**src/rtl/bloom_pkg.sv**
```systemverilog
// Shared definitions for the Bloom pattern search: CRC32 byte step and loader states.
// Both the search datapath and the loader use crc32_step so their hashes cannot diverge.
package bloom_pkg;

    localparam logic [31:0] POLY     = 32'h82608EDB;
    localparam logic [31:0] CRC_INIT = 32'hFFFFFFFF;

    typedef enum logic [2:0] {
        ST_IDLE,
        ST_ACC,
        ST_ERR,
        ST_RD,
        ST_WT,
        ST_WR,
        ST_CLR
    } ld_state_e;

    // MSB-first, non-reflected: bit 7 of the byte enters first.
    function automatic logic [31:0] crc32_step(input logic [7:0] d, input logic [31:0] c);
        logic [31:0] r;
        logic        fb;
        r = c;
        for (int i = 7; i >= 0; i--) begin
            fb = r[31] ^ d[i];
            r  = {r[30:0], 1'b0} ^ (fb ? POLY : 32'h0);
        end
        return r;
    endfunction

endpackage

```
**src/rtl/bloom_pattern_loader_crc.sv**
```systemverilog
// crc32_serial: registered CRC32, one byte per cycle.
// hash_nxt_o is the low HASH_W bits of the CRC including the byte on data_i.
module crc32_serial
    import bloom_pkg::*;
#(
    parameter int HASH_W = 12
) (
    input  logic              clk_i,
    input  logic              rst_n_i,
    input  logic              init_i,
    input  logic              en_i,
    input  logic [7:0]        data_i,
    output logic [HASH_W-1:0] hash_nxt_o
);

    logic [31:0] crc_q;
    logic [31:0] crc_d;
    logic [31:0] crc_nxt;

    always_comb begin
        crc_nxt = crc32_step(data_i, crc_q);
        crc_d   = crc_q;
        if (init_i) begin
            crc_d = CRC_INIT;
        end else if (en_i) begin
            crc_d = crc_nxt;
        end
    end

    assign hash_nxt_o = crc_nxt[HASH_W-1:0];

    always_ff @(posedge clk_i) begin
        if (!rst_n_i) begin
            crc_q <= CRC_INIT;
        end else begin
            crc_q <= crc_d;
        end
    end

endmodule

```
**src/rtl/bloom_pattern_loader.sv**
```systemverilog
// Write side of the Bloom pattern search: hashes byte-serial patterns and
// sets the matching bit in the Bloom array by read-modify-write; also clears it.
module bloom_pattern_loader
    import bloom_pkg::*;
#(
    parameter  int BYTES_CNT = 15,
    parameter  int HASH_W    = 12,
    parameter  int MEM_DW    = 32,
    localparam int BIT_W     = $clog2(MEM_DW),
    localparam int ADDR_W    = HASH_W - BIT_W
) (
    input  logic              clk_i,
    input  logic              rst_n_i,
    input  logic [7:0]        byte_i,
    input  logic              byte_valid_i,
    input  logic              byte_last_i,
    output logic              byte_ready_o,
    input  logic              clear_i,
    output logic              mem_rd_en_o,
    output logic [ADDR_W-1:0] mem_rd_addr_o,
    input  logic [MEM_DW-1:0] mem_rd_data_i,
    output logic              mem_wr_en_o,
    output logic [ADDR_W-1:0] mem_wr_addr_o,
    output logic [MEM_DW-1:0] mem_wr_data_o,
    output logic [HASH_W-1:0] hash_o,
    output logic              done_o,
    output logic              err_len_o,
    output logic              busy_o
);

    localparam int CNT_W = $clog2(BYTES_CNT + 2);
    localparam logic [CNT_W-1:0]  CNT_ONE  = CNT_W'(1);
    localparam logic [CNT_W-1:0]  CNT_FULL = CNT_W'(BYTES_CNT);
    localparam logic [CNT_W-1:0]  CNT_SAT  = CNT_W'(BYTES_CNT + 1);
    localparam logic [MEM_DW-1:0] BIT_ONE  = MEM_DW'(1);

    ld_state_e         state_q, state_d;
    logic [CNT_W-1:0]  cnt_q, cnt_d;
    logic [HASH_W-1:0] hash_q, hash_d;
    logic [MEM_DW-1:0] rdata_q, rdata_d;
    logic [ADDR_W-1:0] clr_addr_q, clr_addr_d;
    logic              clr_done_q, clr_done_d;

    logic              crc_init;
    logic              crc_en;
    logic [HASH_W-1:0] hash_nxt;
    logic [CNT_W-1:0]  cnt_new;
    logic              ready;
    logic [ADDR_W-1:0] word_addr;
    logic [BIT_W-1:0]  bit_sel;

    crc32_serial #(
        .HASH_W (HASH_W)
    ) u_crc (
        .clk_i      (clk_i),
        .rst_n_i    (rst_n_i),
        .init_i     (crc_init),
        .en_i       (crc_en),
        .data_i     (byte_i),
        .hash_nxt_o (hash_nxt)
    );

    assign word_addr = hash_q[HASH_W-1:BIT_W];
    assign bit_sel   = hash_q[BIT_W-1:0];

    always_comb begin
        state_d       = state_q;
        cnt_d         = cnt_q;
        hash_d        = hash_q;
        rdata_d       = rdata_q;
        clr_addr_d    = clr_addr_q;
        clr_done_d    = 1'b0;
        crc_init      = 1'b0;
        crc_en        = 1'b0;
        ready         = 1'b0;
        mem_rd_en_o   = 1'b0;
        mem_rd_addr_o = '0;
        mem_wr_en_o   = 1'b0;
        mem_wr_addr_o = '0;
        mem_wr_data_o = '0;
        done_o        = clr_done_q;
        err_len_o     = 1'b0;

        if (state_q == ST_IDLE) begin
            cnt_new = CNT_ONE;
        end else if (cnt_q == CNT_SAT) begin
            cnt_new = cnt_q;
        end else begin
            cnt_new = cnt_q + 1'b1;
        end

        unique case (state_q)
            ST_IDLE, ST_ACC: begin
                // A clear request wins over a byte offered in the same cycle.
                ready = !(state_q == ST_IDLE && clear_i);
                if (state_q == ST_IDLE && clear_i) begin
                    state_d    = ST_CLR;
                    clr_addr_d = '0;
                end else if (byte_valid_i) begin
                    crc_en  = 1'b1;
                    cnt_d   = cnt_new;
                    state_d = ST_ACC;
                    if (byte_last_i) begin
                        if (cnt_new == CNT_FULL) begin
                            state_d = ST_RD;
                            hash_d  = hash_nxt;
                        end else begin
                            state_d = ST_ERR;
                        end
                    end
                end
            end
            ST_ERR: begin
                err_len_o = 1'b1;
                crc_init  = 1'b1;
                cnt_d     = '0;
                state_d   = ST_IDLE;
            end
            ST_RD: begin
                mem_rd_en_o   = 1'b1;
                mem_rd_addr_o = word_addr;
                state_d       = ST_WT;
            end
            ST_WT: begin
                rdata_d = mem_rd_data_i;
                state_d = ST_WR;
            end
            ST_WR: begin
                mem_wr_en_o   = 1'b1;
                mem_wr_addr_o = word_addr;
                mem_wr_data_o = rdata_q | (BIT_ONE << bit_sel);
                done_o        = 1'b1;
                crc_init      = 1'b1;
                cnt_d         = '0;
                state_d       = ST_IDLE;
            end
            ST_CLR: begin
                mem_wr_en_o   = 1'b1;
                mem_wr_addr_o = clr_addr_q;
                if (clr_addr_q == '1) begin
                    state_d    = ST_IDLE;
                    clr_done_d = 1'b1;
                end else begin
                    clr_addr_d = clr_addr_q + 1'b1;
                end
            end
            default: begin
                state_d = ST_IDLE;
            end
        endcase
    end

    assign byte_ready_o = ready && rst_n_i;
    assign hash_o       = hash_q;
    assign busy_o       = !(state_q == ST_IDLE || state_q == ST_ACC);

    always_ff @(posedge clk_i) begin
        if (!rst_n_i) begin
            state_q    <= ST_IDLE;
            cnt_q      <= '0;
            hash_q     <= '0;
            rdata_q    <= '0;
            clr_addr_q <= '0;
            clr_done_q <= 1'b0;
        end else begin
            state_q    <= state_d;
            cnt_q      <= cnt_d;
            hash_q     <= hash_d;
            rdata_q    <= rdata_d;
            clr_addr_q <= clr_addr_d;
            clr_done_q <= clr_done_d;
        end
    end

endmodule

```
**config.mk**
```make
export PLATFORM = sky130hd
export DESIGN_NAME = bloom_pattern_loader
export DESIGN_NICKNAME = d
export VERILOG_FILES = /design/src/rtl/bloom_pkg.sv /design/src/rtl/bloom_pattern_loader_crc.sv /design/src/rtl/bloom_pattern_loader.sv
export SDC_FILE = /design/constraint.sdc
export NUM_CORES = 1
export LEC_CHECK = 0
export BUFFER_PORTS_ARGS = -buffer_cell sky130_fd_sc_hd__buf_2
export CORE_AREA = 2 2 103 105
export CTS_CLUSTER_DIAMETER = 50
export DETAILED_ROUTE_END_ITERATION = 8
export DIE_AREA = 0 0 105 107
export PLACE_DENSITY = 0.87
export SKIP_LAST_GASP = 1
export SYNTH_ARGS = -nofsm -noshare
export SYNTH_HDL_FRONTEND = slang
export SYNTH_HIERARCHICAL = 1
export SYNTH_SLANG_ARGS = --single-unit
```
**constraint.sdc**
```tcl
create_clock -name clk_i -period 4.14 [get_ports clk_i]
set_input_delay 0 -clock clk_i [delete_from_list [all_inputs] [get_ports clk_i]]
set_output_delay 0 -clock clk_i [all_outputs]
set_load 0.02 [all_outputs]
```
# After elaboration in Yosys (flattened, before gate mapping)
# Cells that the tools add are included.
[word_totals]
latchBits = 0
register_bits = 92
out_inout_bits = 64
mem_bits_ro = 0
n_memories = 0
inputBits = 45
elab_cells = 96
ram_bits = 0
[classes]
eq_ne = 15
magnitude_cmp = 0
n_shift = 1
muxes = 35
div = 0
bitwise_logic = 19
multipliers = 0
n_reduce_logical = 17
n_addsub = 2
[op_table]
columns = ["cell", "n"]
rows = [
  ["two-way mux 32 bit", 9],
  ["bitwise XOR 32 bit", 8],
  ["bitwise OR 32 bit", 1],
  ["<< shifter 1 x 5 -> 32 bit, first input constant", 1],
  ["case mux 7 bit (2 select lines)", 2],
  ["two-way mux 7 bit", 3],
  ["two-way mux 5 bit", 4],
  ["case mux 3 bit (4 select lines)", 1],
  ["two-way mux 1 bit", 11],
  ["inequality test 2 bit, second input constant", 5],
  ["case mux 5 bit (2 select lines)", 1],
  ["equality test 3 bit, second input constant", 3],
  ["two-way mux 3 bit", 3],
  ["OR reduction 2 bit", 4],
  ["bitwise XOR 1 bit", 8],
  ["adder 7 x 1 -> 7 bit, second input constant", 1],
  ["equality test 7 bit, second input constant", 1],
  ["equality test 3 x 2 -> 1 bit, second input constant", 2],
  ["AND reduction 3 bit", 2],
  ["adder 5 x 1 -> 5 bit, second input constant", 1],
  ["equality test 5 x 4 -> 1 bit, second input constant", 1],
  ["equality test 5 bit, second input constant", 1],
  ["AND reduction 5 bit", 1],
  ["AND reduction 2 bit", 2],
  ["9 further kinds", 13],
]

# Logic depth before layout (Yosys ltp)
[depth]
ltp_word = 24
ltp_mapped = 9

# Hierarchy
# Netlist, hierarchy kept.
[modules_own_cells]
columns = ["module", "area_per_inst_um2", "cells_per_inst", "seq_area_each_um2", "n_inst"]
rows = [
  ["bloom_pattern_loader", 3203.1, 433, 1201.2, 1],
  ["crc32_serial", 1968.1, 200, 640.6, 1],
]

# Worst setup path after synthesis
# OpenSTA, ideal clock, no wires.
[synth_timing]
kind = "flip-flop to flip-flop"
from = "register u_crc.crc_q[31]"
to = "register u_crc.crc_q[0]"
slack_ps = 1760
synth_period_minus_slack_ps = 2380
arrival_ps = 2261
required_ps = 4020
n_path_buf = 0
setup_ps = 120
stages_incl_launch_ff = 6
path_cell_list = "dfxtp_1 > xnor2_2 > xor3_4 > xor3_2 > xnor2_1 > o31a_1"
[synth_via]
elab_chain_len = 24
[synth_rtl]
columns = ["element", "line_no", "text"]
rows = [
  ["start: declaration", "bloom_pattern_loader_crc.sv:16", "logic [31:0] crc_q;"],
  ["start signal: assignment", "bloom_pattern_loader_crc.sv:36", "crc_q <= crc_d;"],
  ["bitwise XOR 1 bit *", "bloom_pkg.sv:24", "fb = r[31] ^ d[i];"],
  ["two-way mux 32 bit *", "bloom_pkg.sv:25", "r = {r[30:0], 1'b0} ^ (fb ? POLY : 32'h0);"],
  ["bitwise XOR 32 bit *", "bloom_pkg.sv:25", ""],
  ["bitwise XOR 1 bit", "bloom_pkg.sv:24", ""],
  ["two-way mux 32 bit", "bloom_pkg.sv:25", ""],
  ["bitwise XOR 32 bit *", "bloom_pkg.sv:25", ""],
  ["bitwise XOR 1 bit", "bloom_pkg.sv:24", ""],
  ["two-way mux 32 bit", "bloom_pkg.sv:25", ""],
  ["[... 9 more ...]", "-", ""],
  ["bitwise XOR 32 bit *", "bloom_pkg.sv:25", ""],
  ["bitwise XOR 1 bit", "bloom_pkg.sv:24", ""],
  ["two-way mux 32 bit", "bloom_pkg.sv:25", ""],
  ["bitwise XOR 32 bit *", "bloom_pkg.sv:25", ""],
  ["bitwise XOR 1 bit *", "bloom_pkg.sv:24", ""],
  ["two-way mux 32 bit *", "bloom_pkg.sv:25", ""],
  ["bitwise XOR 32 bit *", "bloom_pkg.sv:25", ""],
  ["net u_crc.crc_nxt[0]", "bloom_pattern_loader_crc.sv:18", "logic [31:0] crc_nxt;"],
]
# The timed path passes the listed nets; every way through them passes the cells marked *.
# A chain may end at the register's enable or synchronous reset.

# Worst setup path after layout
[layout_timing]
from = "register state_q[1]"
to = "register u_crc.crc_q[10]"
[layout_via]
elab_chain_len = 4
[layout_rtl]
columns = ["element", "line_no", "text"]
rows = [
  ["start: declaration", "bloom_pattern_loader.sv:37", "ld_state_e state_q, state_d;"],
  ["start signal: assignment", "bloom_pattern_loader.sv:166", "state_q <= state_d;"],
  ["equality test 3 bit or equality test 3 x 2 -> 1 bit (tied branches)", "bloom_pattern_loader.sv:92", "unique case (state_q)"],
  ["OR reduction 2 bit (no source line) *", "-", ""],
  ["two-way mux 1 bit *", "bloom_pattern_loader.sv:92", ""],
  ["net crc_init", "bloom_pattern_loader.sv:44", "logic crc_init;"],
  ["OR reduction 2 bit (no source line) *", "-", ""],
]
# Marked as above.

==> reports/metrics.csv <==
stage,metric,value,unit
route,vias_per_cell,5.55,
clock_tree,cts_buffers,9,
sta,final-setup-viol-count,0,
route,postRouteAntennaNets,0,
floorplan,fp.dieW,105,um
global_route,grt_util_all_layers,23.7,%
sta,slew_headroom,15.8,%
global_route,grt_pass1_wl,21.6,mm
critical_path,path_max_fanout,18,
sta,fin_crit,2.78,ns
synthesis,yosysUniqueCellTypes,61,
critical_path,critPathArrivalTime,2.95,ns
global_route,grt_util_met3,4.56,%
floorplan,coreArea,10100,sq um
power,power_density,572,nW/um^2
global_route,grt_max_degree,39,
synthesis,synth.top_cell.area_share,35.6,%
synthesis,synth_edf_count,0,
synthesis,synth_area,5170,sq um
flow_run,drv_cap,0,
global_route,top_usage_layer,met2,
critical_path,criticalPathCategory,reg -> reg,
sta,fmax,359,MHz
cells_and_area,antennaDiodeCount,0,
synthesis,yosysMostFrequentCell,nand2_1,
synthesis,yosys-top-cells-count,"nand2_1 (114), dfxtp_1 (92), a21oi_1 (74)",
cells_and_area,drive_gt1_share,19.6,%
synthesis,async_flop_share,0,%
floorplan,die_h,107,um
placed_design,port_buffers,108,
min_path,min_path_type,in -> reg,
sta,hold_viol,0,
route,first_iter_violations,480,
synthesis,ys_ff_latch,92,
global_route,met1_usage,28.4,%
clock_tree,clkTransAtPathRegs,0.10,ns
synthesis,yosysWarnings,6,
route,wl_per_cell,15.7,um
clock_tree,cts_buffer_depth,2,
floorplan,ios,109,
sta,final.setup_skew,0.0141,ns
synthesis,synth_area_leaders,"dfxtp_1 (36%), nand2_1 (8.3%), a21oi_1 (7.2%)",
critical_path,cp-start-kind,flip-flop,
global_route,grt_util_met2,43.0,%
clock_tree,postCtsResizedCells,0,
critical_path,endpoint_kind,flip-flop,
synthesis,syn_nets,681,
critical_path,required,4.31,ns
clock_tree,cts_setup_buffers,0,
placed_design,post-place-ws,1.49,ns
clock_tree,cts-root-buf,clkbuf_8,
clock_tree,cts_hold_buf,32,
status,status,"complete, no violations",
sta,maxSlewViolCount,0,
synthesis,syn_area_per_cell,8.17,sq um
clock_tree,htree_levels,3,
placed_design,dp.final_hpwl,9.00,mm
route,drt-pass1-iter-count,5,
global_route,antenna_found_initial,0,
cells_and_area,area_growth,18.3,%
sta,fin_setup_tns,0,ns
sta,rsz0062_at_grt,false,
power,power.leakage,0.00251,uW
sta,tightest_slew,1.26,ns
clock_tree,insertion_delay,0.37,ns
synthesis,synth-seq-area-share,35.6,%
floorplan,dieArea,11200,sq um
global_route,grt_pass1_vias,4482,
route,vias,4835,
route,drc,0,
cells_and_area,final_nets,778,
floorplan,initial_core_util,51.2,%
sta,finalCritPeriodShare,67.2,%
synthesis,ys.flop_type,dfxtp_1,
clock_tree,cts.sinks,92,
route,wirelength,13.7,mm
power,vdd_drop_max,0.566,mV
clock_tree,cts_tree,done,
synthesis,synthCells,633,
global_route,gr-total-overflow,0,
floorplan,rows,37,
sta,fin_ws,1.36,ns
synthesis,synth_largest_area_cell,dfxtp_1,
placed_design,gp_congestion,0.882,
[state kept, by name, summed over array words and instances, names as in the netlist]
| signal | cells |
|---|---|
| clr_addr_q | 7 |
| clr_done_q | 1 |
| cnt_q | 5 |
| hash_o | 12 |
| rdata_q | 32 |
| state_q | 3 |
| u_crc/crc_q | 32 |
[metal layers]
layer  up-vias  share of wire (%)
met4         0                1.8
met5         -                  0
met1      2281                 41
met3        24                6.2
li1       2312                  -
met2       218                 51
[power breakdown]
| part | total [uW] | leakage (uW) | switching (uW) | internal, uW |
|---|---|---|---|---|
| clock | 589 | 0.0000911 | 357 | 233 |
| combinational | 1770 | 0.00167 | 928 | 847 |
| sequential | 1130 | 0.000749 | 114 | 1020 |
| total | 3500 | 0.00251 | 1400 | 2100 |
[critical path, cell delays in order (launching register included)]
cell,delay (ns)
dfxtp_1,0.54
inv_1,0.17
and3_1,0.31
or2_2,0.34
nor2b_1,0.93
o21ai_0,0.29
[metrics by stage]
stage          power [uW]  std cells  util, %  instance area (sq um)  hold WS [ns]
6_report             3500        871     60.6                   6120        0.0509
2_1_floorplan        2760        633        -                   5170         0.136
5_1_grt              3710        871     60.6                   6120        0.0384
3_5_place_dp         2870        823     55.5                   5600         0.250
4_1_cts              3500        871     60.6                   6120        0.0338
3_3_place_gp         2810        823     55.5                   5600         0.243
[kinds of logic (layout without fill, tap and decap cells)]
group                    count (synthesis)  after routing  share of synthesized area [%]
AND/OR/NAND/NOR                        247            247                           22.1
AO/OA/AOI/OAI                          144            144                           17.4
flip-flops                              92             92                           35.6
XOR/XNOR                                67             67                           15.2
buffers and inverters                   67            169                           6.44
multiplexers                            13             13                           2.52
adder cells (fa/ha/maj)                  3              3                          0.726
[area by class of cell]
type	instances	area, sq um
inverter	12	45.0
timing repair buffer	141	868
fill	840	3980
tap	136	170
multi-input combinational	474	3000
clock inverter	7	68.8
clock buffer	9	124
sequential	92	1840
[cell usage in the layout (no fill, tap or decap), types with 10 or more instances in the layout]
| cell | synthesis | final |
|---|---|---|
| a21oi_1 | 74 | 74 |
| o21ai_0 | 20 | 20 |
| buf_2 | 2 | 108 |
| mux2i_1 | 13 | 13 |
| nor2_1 | 61 | 60 |
| xnor2_1 | 39 | 39 |
| nand2_1 | 114 | 114 |
| nor2b_1 | 12 | 12 |
| nand3_1 | 10 | 10 |
| xor2_1 | 15 | 15 |
| dlygate4sd3_1 | 0 | 32 |
| inv_1 | 11 | 11 |
| dfxtp_1 | 92 | 92 |
[path summary, 6_finish.rpt]
check        cells past startpoint   startpoint               to  slack, ns
min reg2reg                      2   rdata_q[0]       rdata_q[0]       0.46
min                              3  byte_last_i       state_q[1]       0.05
max reg2reg                      5   state_q[1]  u_crc/crc_q[10]       1.36
max                              5   state_q[1]  u_crc/crc_q[10]       1.36
(Power assumes the default switching activity.)
